==> config.mk <==
export PLATFORM = sky130hd
export DESIGN_NAME = bpu_flat
export DESIGN_NICKNAME = d
export VERILOG_FILES = /design/src/rtl/bpu_pkg.sv /design/src/rtl/bpu_if.sv /design/src/rtl/bpu_sat_ctr2.sv /design/src/rtl/bpu.sv /design/src/flat_wrapper.sv
export SDC_FILE = /design/constraint.sdc
export NUM_CORES = 1
export LEC_CHECK = 0
export BUFFER_PORTS_ARGS = -buffer_cell sky130_fd_sc_hd__buf_4
export CORE_AREA = 10 10 401 403
export DETAILED_ROUTE_END_ITERATION = 8
export DIE_AREA = 0 0 411 413
export GPL_ROUTABILITY_DRIVEN = 0
export REMOVE_ABC_BUFFERS = 1
export SLEW_MARGIN = 20
export SYNTH_ARGS = -nofsm -noshare
export SYNTH_HDL_FRONTEND = slang
export SYNTH_SLANG_ARGS = --single-unit
==> constraint.sdc <==
create_clock -name clk -period 6.5 [get_ports clk]
set_input_delay 1.3 -clock clk [delete_from_list [all_inputs] [get_ports clk]]
set_output_delay 1.3 -clock clk [all_outputs]
set_load 0.02 [all_outputs]
==> src/rtl/bpu_pkg.sv <==
// Shared definitions for the branch predictor: default geometry and
// 2-bit saturating counter encodings.
package bpu_pkg;
    localparam int ENTRIES_DEF = 16;
    localparam int IDX_W_DEF   = 4;

    typedef enum logic [1:0] {
        CTR_SNT = 2'b00,
        CTR_WNT = 2'b01,
        CTR_WT  = 2'b10,
        CTR_ST  = 2'b11
    } ctr_e;

    localparam ctr_e CTR_RST = CTR_WNT;
endpackage

==> src/rtl/bpu_if.sv <==
// Fetch-lookup / execute-update / statistics bundle for the predictor.
interface bpu_if;
    logic [31:0] lookup_pc;
    logic        predict_taken;
    logic [31:0] predict_target;
    logic        upd_valid;
    logic [31:0] upd_pc;
    logic        upd_taken;
    logic [31:0] upd_target;
    logic        upd_mispredict;
    logic [31:0] stat_lookups;
    logic [31:0] stat_mispredicts;

    modport master (
        output lookup_pc, upd_valid, upd_pc, upd_taken, upd_target, upd_mispredict,
        input  predict_taken, predict_target, stat_lookups, stat_mispredicts
    );
    modport slave (
        input  lookup_pc, upd_valid, upd_pc, upd_taken, upd_target, upd_mispredict,
        output predict_taken, predict_target, stat_lookups, stat_mispredicts
    );
endinterface

==> src/rtl/bpu_sat_ctr2.sv <==
// One step of a 2-bit saturating direction counter.
module sat_ctr2
    import bpu_pkg::*;
(
    input  ctr_e cur_i,
    input  logic taken_i,
    output ctr_e next_o
);
    always_comb begin
        next_o = cur_i;
        if (taken_i) begin
            if (cur_i != CTR_ST) next_o = ctr_e'(cur_i + 2'd1);
        end else begin
            if (cur_i != CTR_SNT) next_o = ctr_e'(cur_i - 2'd1);
        end
    end
endmodule

==> src/rtl/bpu.sv <==
// Direct-mapped branch predictor: combinational lookup, single update port,
// saturating lookup/mispredict statistics.
module bpu
    import bpu_pkg::*;
#(
    parameter int ENTRIES = ENTRIES_DEF,
    parameter int IDX_W   = IDX_W_DEF
) (
    input  logic clk,
    input  logic reset,
    bpu_if.slave bus
);
    localparam int TAG_W = 30 - IDX_W;

    // valid/counter need async reset, so the tables live in flops
    logic [ENTRIES-1:0] valid_q;
    ctr_e               ctr_q [ENTRIES];
    logic [TAG_W-1:0]   tag_q [ENTRIES];
    logic [31:0]        tgt_q [ENTRIES];
    logic [31:0]        lk_q, lk_d, mp_q, mp_d;
    logic               first_q;

    logic [IDX_W-1:0] l_idx, u_idx;
    logic [TAG_W-1:0] l_tag, u_tag;
    logic [1:0]       l_ctr;
    logic             l_hit, u_hit, u_step, u_alloc;
    ctr_e             u_ctr_nxt;

    assign l_idx = bus.lookup_pc[IDX_W+1:2];
    assign l_tag = bus.lookup_pc[31:IDX_W+2];
    assign l_ctr = ctr_q[l_idx];
    assign l_hit = !reset && valid_q[l_idx] && (tag_q[l_idx] == l_tag);

    assign bus.predict_taken  = l_hit && l_ctr[1];
    assign bus.predict_target = l_hit ? tgt_q[l_idx] : bus.lookup_pc + 32'd4;

    assign u_idx   = bus.upd_pc[IDX_W+1:2];
    assign u_tag   = bus.upd_pc[31:IDX_W+2];
    assign u_hit   = valid_q[u_idx] && (tag_q[u_idx] == u_tag);
    assign u_step  = bus.upd_valid && u_hit;
    assign u_alloc = bus.upd_valid && !u_hit && bus.upd_taken;

    sat_ctr2 u_ctr (
        .cur_i  (ctr_q[u_idx]),
        .taken_i(bus.upd_taken),
        .next_o (u_ctr_nxt)
    );

    always_comb begin
        lk_d = lk_q;
        mp_d = mp_q;
        if (!first_q && lk_q != '1) lk_d = lk_q + 32'd1;
        if (bus.upd_valid && bus.upd_mispredict && mp_q != '1) mp_d = mp_q + 32'd1;
    end

    always_ff @(posedge clk or posedge reset) begin
        if (reset) begin
            valid_q <= '0;
            for (int i = 0; i < ENTRIES; i++) ctr_q[i] <= CTR_RST;
            lk_q    <= '0;
            mp_q    <= '0;
            first_q <= 1'b1;
        end else begin
            first_q <= 1'b0;
            lk_q    <= lk_d;
            mp_q    <= mp_d;
            if (u_step) begin
                ctr_q[u_idx] <= u_ctr_nxt;
            end else if (u_alloc) begin
                valid_q[u_idx] <= 1'b1;
                ctr_q[u_idx]   <= CTR_WT;
            end
        end
    end

    // tag/target payload is qualified by valid, so it carries no reset
    always_ff @(posedge clk) begin
        if (u_alloc || (u_step && bus.upd_taken)) tgt_q[u_idx] <= bus.upd_target;
        if (u_alloc) tag_q[u_idx] <= u_tag;
    end

    assign bus.stat_lookups     = lk_q;
    assign bus.stat_mispredicts = mp_q;
endmodule

==> src/flat_wrapper.sv <==
// flat-port wrapper written by rule: the top's interface ports become plain ports
module bpu_flat import bpu_pkg::*;
#(
    parameter int ENTRIES = ENTRIES_DEF,
    parameter int IDX_W   = IDX_W_DEF
)
  (clk, reset, bus_lookup_pc, bus_upd_valid, bus_upd_pc, bus_upd_taken, bus_upd_target, bus_upd_mispredict, bus_predict_taken, bus_predict_target, bus_stat_lookups, bus_stat_mispredicts);
  bpu_if bus_i ();
  input  logic clk;
  input  logic reset;
  input wire logic [$bits(bus_i.lookup_pc)-1:0] bus_lookup_pc;
  input wire logic [$bits(bus_i.upd_valid)-1:0] bus_upd_valid;
  input wire logic [$bits(bus_i.upd_pc)-1:0] bus_upd_pc;
  input wire logic [$bits(bus_i.upd_taken)-1:0] bus_upd_taken;
  input wire logic [$bits(bus_i.upd_target)-1:0] bus_upd_target;
  input wire logic [$bits(bus_i.upd_mispredict)-1:0] bus_upd_mispredict;
  output wire logic [$bits(bus_i.predict_taken)-1:0] bus_predict_taken;
  output wire logic [$bits(bus_i.predict_target)-1:0] bus_predict_target;
  output wire logic [$bits(bus_i.stat_lookups)-1:0] bus_stat_lookups;
  output wire logic [$bits(bus_i.stat_mispredicts)-1:0] bus_stat_mispredicts;
  assign bus_i.lookup_pc = bus_lookup_pc;
  assign bus_i.upd_valid = bus_upd_valid;
  assign bus_i.upd_pc = bus_upd_pc;
  assign bus_i.upd_taken = bus_upd_taken;
  assign bus_i.upd_target = bus_upd_target;
  assign bus_i.upd_mispredict = bus_upd_mispredict;
  assign bus_predict_taken = bus_i.predict_taken;
  assign bus_predict_target = bus_i.predict_target;
  assign bus_stat_lookups = bus_i.stat_lookups;
  assign bus_stat_mispredicts = bus_i.stat_mispredicts;
  bpu #(.ENTRIES(ENTRIES), .IDX_W(IDX_W)) u_core (.clk(clk), .reset(reset), .bus(bus_i));
endmodule
==> metrics <==
global route total overflow=0; synth warn=0; Max Freq=~160 MHz; Root Driver=clkbuf_16; post-CTS resize count=0; final setup violating endpoints=0; HP Class=flip-flop to flip-flop; critical path type=input port to output pin; ys flop type=edfxtp_1; hold-fix buffers at CTS=0; I/O Buffers=195; number of max-cap violations=0; non-filler cells, final=around 4800; GRT Overall Usage=14.84%; dpl cells=4580; first-pass GRT wire length=approximately 190 mm; Period Utilization, post-route=94.06%; final hold violations=0; CP Capture Type=output pin; Layout area overhead=18.02%; Initial Util=just under 30%; largest net degree at the start of global routing=69; min-delay src=u_core.valid_q[6]; IO Count=198; Flop pwr share=50.4%; First-pass DRT Iterations=5; critical path peak fanout=23; H-tree levels=3; CTS tree=built; Post-Syn Instances=2377; Combinational Power Share=8.4%; nets=2754; clock skew=between 70 and 80 ps; post-synthesis sequential area ratio=between 60% and 70%; worst slew pin tran=1089 ps; post-synth top area cell=edfxtp_1; initial antenna violation count=14; vias in the first global route=roughly 25000; worst skew pair latency=just over 700 ps; Core ar.=153000 µm²; vias per cell=roughly 5.2; CTS buffer count=112; per-cell routed wire length=26.95 µm; status=finished clean; leakage power=17.84 nW; internal power=11.43 mW; Sink Count=1041; clock slew at reported path FFs=50 ps; RSZ-0062 raised after global routing=false; iteration-0 DRC count of the detailed router=around 3200; FF-to-FF Start=u_core.tag_q[15][19]; Clock Power Share=41.2%; highest-count cells in the layout ignoring fill and taps=edfxtp_1 (928), mux4_2 (386), buf_4 (269); most common cell after layout, fill and taps aside=edfxtp_1; Critical path origin=bus_lookup_pc[2]; share of cells above drive strength 1=33.15%; min Tclk post-route=6114 ps; Post-DP HPWL=79.28 mm; total setup buffers inserted after CTS=0; Synth top area share=about 61%; Relative slew margins=27.16%; Max IR drop VDD=approximately 270 µV; flops & latches, synth=1041; largest cells by area after synthesis=edfxtp_1 (61%), mux4_2 (19%), dfrtp_1 (5.3%), xnor2_1 (1.8%), mux2i_1 (1.8%); mapped cell area=45440 µm²; DRC errors left=0; die extent in x=about 410 µm; Netlist cell types=56; worst path required time=5200 ps; die height=413 µm; max-slew violation count=0; CTS Buffer Depth=3; Routed Wire Length=128.9 mm; via count=24960; EDFF count, synth=approximately 930; syn avg cell area=19.12 µm²; # rows=~140; Cell Pwr Density=277.1 nW/µm²; antenna violation net count after detailed routing=0; Switch Pwr=between 3 and 4 mW; Final Util=about a third; full die area=between 150000 and 200000 µm²; Net Sw Frac=about 23%; Startpoint Class=input port; worst path arrival time=just under 5000 ps; post-synthesis async set-or-reset flop share=10.85%
-- synth_stat cells, types with 34 or more instances --
master and n:
edfxtp_1 928, mux4_2 386, nand2_1 104, dfrtp_1 96, xnor2_1 95, mux2i_1 81, nor2_1 73, clkbuf_1 57
nand3_1 48, xor2_1 45, inv_1 43, a21oi_1 39, buf_1 34
-- sequential cells by signal, summed over array words and instances (netlist names) --
| signal | cells |
|---|---|
| u_core.bus.stat_mispredicts | 32 |
| u_core.bus.stat_lookups | 32 |
| u_core.ctr_q | 32 |
| u_core.first_q | 1 |
| u_core.tgt_q | 512 |
| u_core.valid_q | 16 |
| u_core.tag_q | 416 |
-- worst max-delay path, stage by stage --
cell,delay [ps]
buf_8,250
buf_12,240
buf_4,180
mux4_2,500
mux4_2,560
xnor2_1,220
nand4_1,120
nor3_1,350
nand2_4,290
a21oi_1,500
buf_4,240
-- per-layer routing --
| layer | track usage (%) | routed length [µm] | up-vias |
|---|---|---|---|
| met3 | 3.736 | 11010 | 186 |
| met2 | 23.22 | 60310 | 1015 |
| met4 | 3.119 | 2455 | 12 |
| met1 | 20.86 | 55080 | 13350 |
| met5 | 0 | 81 | - |
| li1 | - | - | 10400 |
-- power groups by stage --
stage	Combinational, mW	Clock, mW	Sequential (mW)
2_1_floorplan	0.554	0	7.65
3_3_place_gp	1.25	0	7.61
3_5_place_dp	1.26	0	7.62
4_1_cts	1.26	6.25	7.48
5_1_grt	1.33	6.51	7.49
6_report	1.25	6.13	7.48
-- cell families after synthesis --
kind of cell / count (synthesis) / synth area share (%)
AOI/OAI and AO/OA: 166 / 2.740
xor gates and xnor gates: 140 / 2.699
adders and majority gates: 3 / 0.08262
buffers and inverters: 182 / 1.768
DFF: 1041 / 67.60
muxes: 478 / 21.19
other: 1 / 0.008253
and+or+nand+nor: 366 / 3.913
-- final timing paths --
| check | endpoint | slack, ps | cells after the start |
|---|---|---|---|
| min reg2reg | u_core.valid_q[6] | 480 | 2 |
| min in group asynchronous | u_core.valid_q[0] | 850 | 3 |
| min | u_core.valid_q[6] | 480 | 2 |
| max reg2reg | u_core.tag_q[3][25] | 2430 | 11 |
| max | bus_predict_target[26] | 390 | 11 |
| max in group asynchronous | u_core.bus.stat_lookups[16] | 4310 | 4 |
-- per-stage QoR --
step	area (µm²)	total power, mW	setup WS (ps)	TNS, ps	hold WS (ps)
6_report	53620	14.86	386.3	0	481.3
5_1_grt	53610	15.34	188.8	0	504.7
4_1_cts	53610	14.99	366.3	0	487.1
3_5_place_dp	50110	8.877	378.5	0	473.4
3_3_place_gp	50110	8.868	361.4	0	462.2
2_1_floorplan	44800	8.203	-595.7	-18780	447.1
-- cell type report --
class	instances	area [µm²]
Tap cell	2044	2557
Clock inverter	62	579.3
Clock buffer	138	2922
Fill cell	14210	99340
Antenna cell	4	10.01
Multi-Input combinational cell	1154	14140
Sequential cell	1041	30720
Inverter	45	171.4
Timing Repair Buffer	296	2524
Power figures use the tool's default switching activity.
